$ cat src/rtl/encoder_input_conditioner.sv
`default_nettype none
// ============================================================================
//  Module      : encoder_input_conditioner
//  Description : Rotary encoder front end. Synchronises the raw A/B/button
//                pins, debounces each with a stable-count filter, and emits
//                edge pulses plus a step/direction pair, with startup
//                blanking of all pulses after reset release.
//  Revision    : 1.0 - initial release
// ============================================================================
module encoder_input_conditioner #(
  parameter int DB_CYCLES = 100000,
  parameter int CNT_W     = 17
) (
  input  logic clk,
  input  logic rst,
  input  logic enc_a,
  input  logic enc_b,
  input  logic enc_btn,
  output logic enc_a_db,
  output logic enc_b_db,
  output logic enc_btn_db,
  output logic enc_a_rise,
  output logic enc_a_fall,
  output logic enc_btn_press,
  output logic enc_step,
  output logic enc_dir
);

  // Channel index: 0 = A, 1 = B, 2 = button.
  localparam int             c_nch       = 3;
  localparam logic [CNT_W-1:0] c_db_max  = CNT_W'(DB_CYCLES - 1);
  // One extra bit so DB_CYCLES+2 always fits even when DB_CYCLES is at the
  // top of the debounce counter range.
  localparam int             c_sw        = CNT_W + 1;
  localparam logic [c_sw-1:0] c_start_end = c_sw'(DB_CYCLES + 2);

  logic [c_nch-1:0] w_pin;
  logic [c_nch-1:0] r_meta;
  logic [c_nch-1:0] r_sync;
  logic [c_nch-1:0] w_db;
  logic [c_nch-1:0] w_upd;
  logic [c_sw-1:0]  r_start;
  logic             w_blank;
  logic             w_a_up;
  logic             w_a_down;
  logic             w_btn_up;
  logic             r_a_rise;
  logic             r_a_fall;
  logic             r_btn_press;
  logic             r_step;
  logic             r_dir;

  assign w_pin = {enc_btn, enc_b, enc_a};

  // Two-flop synchroniser for every raw pin.
  always_ff @(posedge clk or posedge rst) begin
    if (rst) begin
      r_meta <= '0;
      r_sync <= '0;
    end else begin
      r_meta <= w_pin;
      r_sync <= r_meta;
    end
  end

  generate
    for (genvar g = 0; g < c_nch; g++) begin : g_debounce
      logic [CNT_W-1:0] r_cnt;
      logic             r_db;

      // Level moves only after DB_CYCLES consecutive disagreeing samples;
      // any agreeing sample restarts the count.
      always_ff @(posedge clk or posedge rst) begin
        if (rst) begin
          r_cnt <= '0;
          r_db  <= 1'b0;
        end else if (r_sync[g] == r_db) begin
          r_cnt <= '0;
        end else if (r_cnt == c_db_max) begin
          r_db  <= r_sync[g];
          r_cnt <= '0;
        end else begin
          r_cnt <= r_cnt + 1'b1;
        end
      end

      assign w_db[g]  = r_db;
      assign w_upd[g] = (r_sync[g] != r_db) && (r_cnt == c_db_max);
    end
  endgenerate

  // Startup window counter; saturates once blanking is over.
  always_ff @(posedge clk or posedge rst) begin
    if (rst) begin
      r_start <= '0;
    end else if (w_blank) begin
      r_start <= r_start + 1'b1;
    end
  end

  assign w_blank  = (r_start != c_start_end);
  assign w_a_up   = w_upd[0] && !w_db[0] && !w_blank;
  assign w_a_down = w_upd[0] &&  w_db[0] && !w_blank;
  assign w_btn_up = w_upd[2] && !w_db[2] && !w_blank;

  // Pulses land on the same edge as the level change; direction captures
  // the B level held before that edge.
  always_ff @(posedge clk or posedge rst) begin
    if (rst) begin
      r_a_rise    <= 1'b0;
      r_a_fall    <= 1'b0;
      r_btn_press <= 1'b0;
      r_step      <= 1'b0;
      r_dir       <= 1'b0;
    end else begin
      r_a_rise    <= w_a_up;
      r_a_fall    <= w_a_down;
      r_btn_press <= w_btn_up;
      r_step      <= w_a_up;
      if (w_a_up) begin
        r_dir <= w_db[1];
      end
    end
  end

  assign enc_a_db      = w_db[0];
  assign enc_b_db      = w_db[1];
  assign enc_btn_db    = w_db[2];
  assign enc_a_rise    = r_a_rise;
  assign enc_a_fall    = r_a_fall;
  assign enc_btn_press = r_btn_press;
  assign enc_step      = r_step;
  assign enc_dir       = r_dir;

endmodule
`default_nettype wire

$ cat config.mk
export PLATFORM = sky130hd
export DESIGN_NAME = encoder_input_conditioner
export DESIGN_NICKNAME = d
export VERILOG_FILES = /design/src/rtl/encoder_input_conditioner.sv
export SDC_FILE = /design/constraint.sdc
export NUM_CORES = 1
export LEC_CHECK = 0
export BUFFER_PORTS_ARGS = -buffer_cell sky130_fd_sc_hd__buf_2
export CORE_ASPECT_RATIO = 1.5
export CORE_MARGIN = 10
export CORE_UTILIZATION = 50
export DETAILED_ROUTE_END_ITERATION = 6
export PLACE_DENSITY = 0.7
export SLEW_MARGIN = 20
export SYNTH_ARGS = -nofsm -noshare
export SYNTH_HDL_FRONTEND = slang
export SYNTH_SLANG_ARGS = --single-unit
export TNS_END_PERCENT = 10
$ cat constraint.sdc
create_clock -name clk -period 7.35 [get_ports clk]
set_clock_uncertainty 0.1 [all_clocks]
set_input_delay 0.735 -clock clk [delete_from_list [all_inputs] [get_ports clk]]
set_output_delay 0.735 -clock clk [all_outputs]
set_load 0.05 [all_outputs]
==> impl_metrics.csv, run 1 <==
group,metric,value,unit
cts,cts_root_buf,"clkbuf_8",
sta,drv_slew,0,
sta,fin_setup_tns,0,ns
sta,min_period_over_period,30.0,%
die,initial_core_util,51.7,%
sta,worstMarginPinSlew,0.741,ns
grt,grt_overflow,0,
cts,htree_levels,3,
cts,clk_pin_slew,0.08,ns
grt,grt_antenna_before_repair,0,
yosys,syn_inst,361,
grt,grt_pass1_wl,11900,um
cts,worstSkewPairLatency,0.36,ns
flow_run,drv_cap,0,
sta,fin_crit,2.20,ns
sta,rsz0062_at_grt,"false",
cells_and_area,n_antenna_cell,0,
drt,via_count,2600,
yosys,synth_common_cells,"dfrtp_1, nor2_1, nand2_1",
cells_and_area,multi_input_area,0.00167,mm^2
drt,drcViolationCount,0,
yosys,avgSynthCellArea,10.5,um^2
cells_and_area,seqCellArea,0.00205,mm^2
cts,cts_resized,0,
sta,max_clock_freq,454,MHz
power,ir_drop,136,uV
power,clock_power_share,39.2,%
status,status,"finished, final reports clean",
power,internal_power,0.000620,W
grt,first_global_vias,2678,
drt,ant_nets,0,
cts,post_cts_buffers,0,
grt,grt_usage,12.4,%
yosys,async_flop_share,100,%
sta,timing.final.ws_setup,5.15,ns
power,p_sw_share,22.6,%
power,power_density,192,mW/mm^2
cells_and_area,final_nets,390,
sta,maxSlewHeadroom,50.2,%
setup_path,cp_slowest_stage_delay,0.45,ns
setup_path,crit_path_end_kind,"flop",
yosys,synth.distinct_cells,34,
yosys,synth_flop_cell,"dfrtp_1",
die,coreArea,0.00732,mm^2
cells_and_area,fillerInstances,660,
yosys,yosysSeqAreaShare,54.3,%
setup_path,required,7.49,ns
sta,setup_viol,0,
setup_path,critPathKind,"flop to flop",
power,p_switching,0.000181,W
yosys,yosysTopAreaCellShare,54.3,%
yosys,synth_area_leaders,"dfrtp_1, xnor2_1, xor2_1, nor2_1, nand2_1",
setup_path,crit_slowest_cell,"nor4_1",
cts,hold_buffers,0,
yosys,syn_area,0.00378,mm^2
sta,worst_hold_slack,0.254,ns
hold_path,hold_class,"flop to flop",
place,dp_slack,4.97,ns
drt,wire_per_inst,13.7,um
drt,finalWirelength,6650,um
yosys,ys.warnings.count,0,
place,gp_congestion,0.872,
cts,cts_sinks,82,
cts,numCtsBuffers,9,
setup_path,crit_arrival,2.35,ns
die,die_x,91.0,um
die,die-area,0.0115,mm^2
drt,via_per_inst,5.36,
drt,firstDrtPassIters,6,
cts,clk_path_buf_depth,2,
yosys,yosysMostFrequentCell,"dfrtp_1",
setup_path,crit_chain,"ha_1 -> and4_1 -> nand4_1 -> nor4_1 -> mux2_2",
cts,cts_tree,"done",
yosys,synth_fp_nets,371,
sta,hold_viol,0,
die,die_h,127,um
power,power.leakage,1.77,nW
yosys,ys_ff_latch,82,
power,combPwrFrac,3.1,%
power,seqPwrFrac,57.6,%
die,ios,13,
yosys,yosysTopAreaCell,"dfrtp_1",
place,io_buffer_count,12,
setup_path,start_kind,"flop",
setup_path,crit_fanout,5,
place,hpwl,4540,um
yosys,synth-edff-count,0,
cells_and_area,area_growth,10.2,%
grt,grt_max_degree,83,
cells_and_area,layout-drive-gt1-share,11.2,%
drt,drtIter0Drc,151,
die,rows,38,
[stage by stage]
step / std cells / total power, W / utilization [%] / area, um^2
2_1_floorplan: 361 / 0.000487 / - / 3780
3_3_place_gp: 468 / 0.000494 / 53.9 / 3950
3_5_place_dp: 468 / 0.000494 / 53.9 / 3950
4_1_cts: 484 / 0.000810 / 56.5 / 4130
5_1_grt: 485 / 0.000834 / 56.9 / 4170
6_report: 485 / 0.000800 / 56.9 / 4170
[power by group through the flow]
stage,clock network (W),registers [W],logic (W)
CTS,0.000324,0.000461,0.0000242
floorplan,0,0.000469,0.0000177
finish,0.000314,0.000461,0.0000251
detailed placement,0,0.000470,0.0000241
global placement,0,0.000470,0.0000237
global route,0.000343,0.000462,0.0000293
[registers in the layout (all words and copies together) (netlist names)]
register / flops
enc_a_fall: 1
enc_dir: 1
enc_btn_db: 1
r_start: 18
r_meta: 3
enc_a_db: 1
r_sync: 3
enc_step: 1
g_debounce.r_cnt: 51
enc_b_db: 1
enc_btn_press: 1
[critical path: cells and delay by family (launching register included)]
kind	cells	cell delay, ns
multiplexers	1	0.39
adder cells (fa/ha/maj)	1	0.24
flip-flops	1	0.38
AND/OR/NAND/NOR	3	0.99
[area by class of cell]
class,count,area share (%)
Sequential cell,82,49.2
Multi-Input combinational cell,262,40.0
Inverter,11,1.02
Timing Repair Buffer,14,2.28
Tap cell,100,3.00
Clock buffer,11,3.15
Clock inverter,5,1.32
[metal layers]
layer	wire length [um]	up-vias	GRT usage (%)
met5	0	-	0
met1	2910	1246	14.3
met4	184	0	6.75
li1	-	1294	-
met3	237	15	3.19
met2	3310	45	20.7
[path summary, 6_finish.rpt]
| kind | start | to | slack (ns) | depth (start not counted) |
|---|---|---|---|---|
| max | g_debounce[0].r_cnt[0]$_DFF_PP0_ | enc_dir$_DFFE_PP0P_ | 5.15 | 5 |
| min reg2reg | r_meta[2]$_DFF_PP0_ | r_sync[2]$_DFF_PP0_ | 0.25 | 0 |
| max in group asynchronous | rst | g_debounce[0].r_cnt[4]$_DFF_PP0_ | 6.23 | 4 |
| max reg2reg | g_debounce[0].r_cnt[0]$_DFF_PP0_ | enc_dir$_DFFE_PP0P_ | 5.15 | 5 |
| min in group asynchronous | rst | g_debounce[1].r_cnt[3]$_DFF_PP0_ | 0.35 | 3 |
| min | r_meta[2]$_DFF_PP0_ | r_sync[2]$_DFF_PP0_ | 0.25 | 0 |
[cells by family (layout without fill, tap and decap cells)]
kind of cell             count (synthesis)  in the layout  synth area share (%)
AO/OA/AOI/OAI                           19             19                  2.78
XOR/XNOR                                56             56                  13.0
adder cells (fa/ha/maj)                  5              5                  1.65
buffers and inverters                   17             41                  1.85
flip-flops                              82             82                  54.3
multiplexers                             6              6                  1.72
AND/OR/NAND/NOR                        176            176                  24.8
[layout by cell type (no fill, tap or decap), types with 5 or more instances in the layout]
cell type / count
nand4_1: 15
xor2_1: 28
clkbuf_8: 9
nand3_1: 21
nor4_1: 5
nand2_1: 32
or3_1: 5
o21ai_0: 5
nor3_1: 9
inv_1: 10
buf_2: 12
xnor2_1: 28
or4_1: 5
nor2_1: 51
a21oi_1: 8
and4_1: 9
dfrtp_1: 82
ha_1: 5
Power figures use the tool's default switching activity.
==> inputs of run 2 (changes only) <==
--- a/config.mk
+++ b/config.mk
@@ -5,6 +5,7 @@
 export SDC_FILE = /design/constraint.sdc
 export NUM_CORES = 1
 export LEC_CHECK = 0
+export ABC_AREA = 1
 export BUFFER_PORTS_ARGS = -buffer_cell sky130_fd_sc_hd__buf_2
 export CORE_ASPECT_RATIO = 1.5
 export CORE_MARGIN = 10
==> constraint.sdc (replaced) <==
create_clock -name clk -period 2.2 [get_ports clk]
set_clock_uncertainty 0.1 [all_clocks]
set_input_delay 0.22 -clock clk [delete_from_list [all_inputs] [get_ports clk]]
set_output_delay 0.22 -clock clk [all_outputs]
set_load 0.05 [all_outputs]
==> run 2 against run 1 <==
  * Final area increased by 16%
  * First-iteration DRC count increased by 22%
  * Largest cell class unchanged
  * Combinational power increased to 3.7 times the previous value
  * Sequential share of layout area decreased by 6.9 points
  * Final cell count increased by 42%
  * Count of clock-buffer cells in the layout unchanged
  * Utilization increased by 1.1 points
  * Critical path type unchanged
==> impl_metrics.csv, run 2 <==
group,metric,value,unit
place,io_buffer_count,12,
grt,grt_usage,15.2,%
cts,clk_path_buf_depth,2,
setup_path,crit_arrival,1.77,ns
cts,htree_levels,3,
cells_and_area,seqCellArea,0.00205,mm^2
setup_path,crit_chain,"ha_1 -> nand2_1 -> nor2_1 -> nand2_1 -> nor2_1 -> nand2_1 -> nand2_1 -> nor2_1",
grt,grt_max_degree,33,
setup_path,crit_slowest_cell,"dfrtp_1",
yosys,synth_fp_nets,558,
cts,cts_sinks,82,
setup_path,reg2reg_from,"g_debounce[0].r_cnt[0]$_DFF_PP0_",
cts,cts_root_buf,"clkbuf_16",
yosys,syn_inst,548,
sta,rsz0062_at_grt,"false",
sta,hold_viol,0,
cells_and_area,regMostFlops,"g_debounce.r_cnt",
setup_path,path_buf_inv,0,
grt,grt_use_met2,25.3,%
yosys,synth-edff-count,0,
yosys,synth_compound_gate_area_share,2.75,%
yosys,synth_flop_cell,"dfrtp_1",
sta,fin_setup_tns,0,ns
yosys,synth-xor-area-share,6.56,%
place,place_area,0.00450,mm^2
drt,wire_per_inst,12.7,um
power,power.leakage,2.15,nW
yosys,synth_area_leaders,"dfrtp_1, nor2_1, nand2_1, inv_1, xor2_1",
cts,worstSkewPairLatency,0.34,ns
hold_path,hold_class,"flop to flop",
setup_path,crit_fanout,6,
die,die-area,0.0127,mm^2
die,initial_core_util,51.1,%
yosys,synth-simple-area-share,33.9,%
drt,finalWirelength,8760,um
yosys,ys_ff_latch,82,
sta,maxSlewHeadroom,51.5,%
drt,drcViolationCount,0,
sta,worstMarginPinSlew,0.727,ns
setup_path,cp_slowest_stage_delay,0.37,ns
setup_path,critPathKind,"flop to flop",
cts,numCtsBuffers,9,
setup_path,crit_path_start,"g_debounce[0].r_cnt[0]$_DFF_PP0_",
yosys,yosysMostFrequentCell,"nor2_1",
setup_path,endpoint,"g_debounce[0].r_cnt[1]$_DFF_PP0_",
drt,drtIter0Drc,184,
drt,ant_nets,0,
yosys,yosysTopAreaCellShare,48.0,%
grt,first_global_vias,3588,
die,coreArea,0.00836,mm^2
yosys,syn_area,0.00427,mm^2
power,p_switching,0.000672,W
setup_path,crit_path_end_kind,"flop",
sta,drv_slew,0,
cts,post_cts_buffers,0,
cts,cts_tree,"done",
setup_path,required,2.32,ns
yosys,synth.distinct_cells,25,
power,power,0.00316,W
sta,fin_crit,1.65,ns
yosys,muxShareOfSynthArea,0,%
status,status,"finished, final reports clean",
yosys,synthAdderAreaFrac,1.46,%
grt,grt_pass1_wl,15800,um
yosys,yosysTopAreaCell,"dfrtp_1",
die,rows,41,
cells_and_area,largest_reg_flops,51,
die,ios,13,
die,die_x,95.5,um
place,gp_congestion,0.933,
drt,firstDrtPassIters,4,
cells_and_area,final_cell_mix,"nor2_1, nand2_1, dfrtp_1",
drt,via_per_inst,5.11,
cells_and_area,area_growth,13.5,%
power,combPwrFrac,3.0,%
setup_path,crit_family,"simple AND/OR/NAND/NOR gates",
yosys,avgSynthCellArea,7.79,um^2
die,die_h,133,um
setup_path,rr_endpoint,"g_debounce[0].r_cnt[1]$_DFF_PP0_",
grt,busiest_layer,"met2",
grt,use_met1,18.2,%
cells_and_area,final_nets,588,
cells_and_area,layout-drive-gt1-share,9.61,%
power,clock_power_share,48.4,%
cells_and_area,final_common_cell,"nor2_1",
setup_path,cpMostUsedCell,"nand2_1",
sta,setup_viol,0,
power,seqPwrFrac,48.7,%
cells_and_area,design_area,0.00485,mm^2
power,internal_power,0.00249,W
power,ir_drop,443,uV
setup_path,start_kind,"flop",
cells_and_area,final_util,58.0,%
cells_and_area,n_antenna_cell,0,
cells_and_area,fillerInstances,724,
cells_and_area,multi_input_area,0.00191,mm^2
sta,min_period_over_period,75.1,%
setup_path,crit_cells,8,
yosys,yosysSeqAreaShare,48.0,%
place,hpwl,6440,um
setup_path,ff2ff_path_depth,8,
power,p_sw_share,21.2,%
sta,max_clock_freq,605,MHz
grt,grt_overflow,0,
setup_path,r2r_setup_slack,0.55,ns
yosys,ys.warnings.count,0,
power,power_density,652,mW/mm^2
cts,clk_pin_slew,0.06,ns
drt,via_count,3529,
yosys,synth_common_cells,"nor2_1, nand2_1, dfrtp_1",
yosys,async_flop_share,100,%
yosys,synth_top_family_by_area,"simple AND/OR/NAND/NOR gates",
cells_and_area,reg_top3,"g_debounce.r_cnt: 51 flops, r_start: 18 flops",
grt,met3_usage,3.32,%
grt,grt_antenna_before_repair,0,
flow_run,drv_cap,0,
==> run 2: how the worst min path moves through the flow <==
| stage | start | endpoint | slack, ns | depth (start not counted) |
|---|---|---|---|---|
| after floorplan | enc_a | r_meta[0]$_DFF_PP0_ | 0.15 | 0 |
| after global placement | enc_btn | r_meta[2]$_DFF_PP0_ | 0.23 | 1 |
| after detailed placement | enc_b | r_meta[1]$_DFF_PP0_ | 0.23 | 1 |
| after CTS | r_meta[1]$_DFF_PP0_ | r_sync[1]$_DFF_PP0_ | 0.25 | 0 |
| after global routing | r_meta[1]$_DFF_PP0_ | r_sync[1]$_DFF_PP0_ | 0.26 | 0 |
| final | r_meta[1]$_DFF_PP0_ | r_sync[1]$_DFF_PP0_ | 0.25 | 0 |
==> run 2: logic make-up (layout without fill, tap and decap cells) <==
logic type,Yosys count,count (layout)
compound gates,22,22
simple gates,325,325
buf+inv,82,117
xor+xnor,32,32
fa+ha+maj,5,5
flops,82,82
==> run 2: layout make-up <==
class / instances / share of cell area, %
Clock buffer: 11 / 5.21
Clock inverter: 5 / 1.08
Inverter: 81 / 6.35
Multi-Input combinational cell: 384 / 39.3
Sequential cell: 82 / 42.3
Tap cell: 107 / 2.76
Timing Repair Buffer: 20 / 2.94
==> run 2: timing repair <==
item	CTS	global route
gates resized for setup	0	0
hold buffers	4	0
hold endpoints to repair	32	0
setup endpoints to repair	0	0
==> run 2: per-layer routing <==
layer / up-vias / wire [um] / share of wire [%]
li1: 1777 / - / -
met1: 1669 / 3850 / 44
met2: 61 / 4410 / 50
met3: 22 / 295 / 3.4
met4: 0 / 211 / 2.4
met5: - / 0 / 0
==> run 2: per-stage QoR <==
stage,worst slack (ns),hold slack [ns],instances
2_1_floorplan,0.620,0.151,548
3_3_place_gp,0.588,0.228,670
3_5_place_dp,0.559,0.230,670
4_1_cts,0.551,0.250,690
5_1_grt,0.323,0.256,690
6_report,0.548,0.248,690
==> run 2: power by group through the flow <==
| stage | logic [W] | registers (W) | clock network (W) |
|---|---|---|---|
| 3_5_place_dp | 0.0000913 | 0.00157 | 0 |
| 6_report | 0.0000938 | 0.00154 | 0.00153 |
| 3_3_place_gp | 0.0000895 | 0.00157 | 0 |
| 2_1_floorplan | 0.0000595 | 0.00156 | 0 |
| 5_1_grt | 0.000110 | 0.00154 | 0.00164 |
| 4_1_cts | 0.0000972 | 0.00154 | 0.00156 |
==> inputs of run 3 (changes only) <==
==> constraint.sdc (replaced) <==
create_clock -name clk -period 1.55 [get_ports clk]
set_clock_uncertainty 0.1 [all_clocks]
set_input_delay 0.155 -clock clk [delete_from_list [all_inputs] [get_ports clk]]
set_output_delay 0.155 -clock clk [all_outputs]
set_load 0.05 [all_outputs]
==> run 3 against run 2 <==
  * The run now ends with setup timing left
  * Power is 44% higher
  * Via count is 5.0% higher
  * Count of clock-buffer cells in the layout is 2 higher
  * Sequential cell count stayed put
  * Register-to-register slack worse by 0.56 ns
  * Critical path depth is 2 higher
  * Routed wire length is 7.9% higher
  * Sequential power is 42% higher
  * Worst hold slack better by 0.00069 ns
  * Combinational power is 70% higher
  * Largest power group unchanged
  * Highest routed layer unchanged
==> impl_metrics.csv, run 3 (synthesis gave the netlist of run 2 again) <==
group,metric,value,unit
power,ir_drop,728,uV
cts,numCtsBuffers,9,
die,ios,13,
status,status,"finished, violations left",
cells_and_area,design_area,0.00521,mm^2
cells_and_area,final_common_cell,"nor2_1",
sta,maxSlewHeadroom,71.6,%
cells_and_area,layout-drive-gt1-share,18.0,%
sta,fin_setup_tns,-0.00760,ns
cts,cts_root_buf,"clkbuf_16",
setup_path,crit_fanout,7,
setup_path,required,1.68,ns
cts,cts_sinks,82,
setup_path,start_kind,"flop",
cells_and_area,seqCellArea,0.00205,mm^2
cts,clk_path_buf_depth,2,
setup_path,critPathKind,"flop to flop",
cells_and_area,n_antenna_cell,0,
place,place_area,0.00465,mm^2
setup_path,path_buf_inv,2,
drt,drcViolationCount,0,
sta,rsz0062_at_grt,"true",
sta,timing.final.ws_setup,-0.00760,ns
grt,grt_usage,15.6,%
sta,fin_crit,1.56,ns
grt,grt_antenna_before_repair,0,
setup_path,crit_family,"simple AND/OR/NAND/NOR gates",
setup_path,crit_path_end_kind,"flop",
status,violations,"setup timing",
cts,worstSkewPairLatency,0.34,ns
power,power_density,872,mW/mm^2
sta,min_period_over_period,100,%
grt,grt_overflow,0,
sta,drv_slew,0,
cells_and_area,area_growth,21.9,%
place,gp_congestion,0.978,
drt,ant_nets,0,
cts,cts_tree,"done",
drt,via_count,3704,
power,power,0.00454,W
die,die_h,133,um
setup_path,cp_slowest_stage_delay,0.36,ns
hold_path,hold_class,"flop to flop",
cells_and_area,fillerInstances,697,
cells_and_area,largest_reg_flops,51,
sta,worst_hold_slack,0.249,ns
die,die_x,95.5,um
cells_and_area,final_cell_mix,"nor2_1, nand2_1, dfrtp_1",
grt,first_global_vias,3769,
flow_run,drv_cap,0,
die,rows,41,
place,io_buffer_count,12,
setup_path,crit_chain,"ha_2 -> nand2_4 -> nor2_4 -> inv_2 -> nor2_4 -> nand2_2 -> nand2_4 -> inv_4 -> nand2_1 -> nor2_1",
drt,drtIter0Drc,185,
grt,grt_pass1_wl,16200,um
drt,via_per_inst,5.16,
die,initial_core_util,51.1,%
sta,setup_viol,1,
cells_and_area,final_nets,617,
drt,firstDrtPassIters,6,
sta,max_clock_freq,642,MHz
setup_path,crit_slowest_cell,"dfrtp_1",
sta,hold_viol,0,
cells_and_area,reg_top3,"g_debounce.r_cnt: 51 flops, r_start: 18 flops",
cells_and_area,final_util,62.3,%
power,power.leakage,2.31,nW
setup_path,crit_arrival,1.68,ns
drt,finalWirelength,9450,um
die,coreArea,0.00836,mm^2
grt,grt_max_degree,83,
drt,wire_per_inst,13.2,um
sta,worstMarginPinSlew,0.426,ns
cells_and_area,regMostFlops,"g_debounce.r_cnt",
die,die-area,0.0127,mm^2
cts,clk_pin_slew,0.06,ns
cts,htree_levels,3,
cells_and_area,multi_input_area,0.00204,mm^2
place,hpwl,6660,um
[run 3: cell types whose count changed in the layout (fill, tap and decap cells not counted), moves of 7 or more]
cell / delta
buf_4: +26
nand2_1: -8
nand2_2: +8
nor2_1: -8
nor2_4: +7
[run 3: routing by layer]
metal / vias to the layer above / GRT usage, % / wire (um)
met2: 95 / 26.8 / 4880
met5: - / 0 / 0
met4: 0 / 7.81 / 293
met3: 32 / 3.09 / 397
met1: 1736 / 17.7 / 3880
li1: 1841 / - / -
[run 3: timing repair]
action,4_1_cts,5_1_grt
endpoints found under the hold margin,85,0
resized for setup,12,29
endpoints found under the setup margin,23,48
hold buffers,4,0
pin swaps,5,13
cloned,1,0
setup buffers,3,5
[run 3: worst paths after layout]
| check | slack (ns) | start | end | cells after the start |
|---|---|---|---|---|
| max | -0.008 | g_debounce[2].r_cnt[1]$_DFF_PP0_ | g_debounce[2].r_cnt[14]$_DFF_PP0_ | 10 |
| min | 0.25 | r_meta[2]$_DFF_PP0_ | r_sync[2]$_DFF_PP0_ | 0 |
| max reg2reg | -0.008 | g_debounce[2].r_cnt[1]$_DFF_PP0_ | g_debounce[2].r_cnt[14]$_DFF_PP0_ | 10 |
| min reg2reg | 0.25 | r_meta[2]$_DFF_PP0_ | r_sync[2]$_DFF_PP0_ | 0 |
| max in group asynchronous | 0.61 | rst | g_debounce[0].r_cnt[6]$_DFF_PP0_ | 4 |
| min in group asynchronous | 0.38 | rst | g_debounce[2].r_cnt[3]$_DFF_PP0_ | 4 |
[run 3: where the power goes]
group | switching [W] | total [W] | internal [W]
sequential | 0.0000214 | 0.00219 | 0.00217
clock | 0.000824 | 0.00219 | 0.00137
combinational | 0.000102 | 0.000159 | 0.0000574
[run 3: per-stage QoR]
step                      std cells  worst slack (ns)
after floorplan                 548           -0.0299
after global placement          690           -0.0277
after detailed placement        690           -0.0762
after CTS                       713           -0.0159
after global routing            718            -0.119
final                           718          -0.00760
[run 3: area by class of cell]
| cell class | count | share of cell area [%] |
|---|---|---|
| sequential | 82 | 39.4 |
| multi-input combinational | 385 | 39.2 |
| timing repair buffer | 48 | 6.92 |
| inverter | 81 | 5.96 |
| clock buffer | 13 | 5.19 |
| tap | 107 | 2.57 |
| clock inverter | 2 | 0.673 |
[run 3: worst reg2reg max path, cell delays in order, from the launching register on]
cell	delay (ns)
dfrtp_1	0.36
ha_2	0.22
nand2_4	0.07
nor2_4	0.16
inv_2	0.07
nor2_4	0.09
nand2_2	0.08
nand2_4	0.15
inv_4	0.06
nand2_1	0.06
nor2_1	0.04
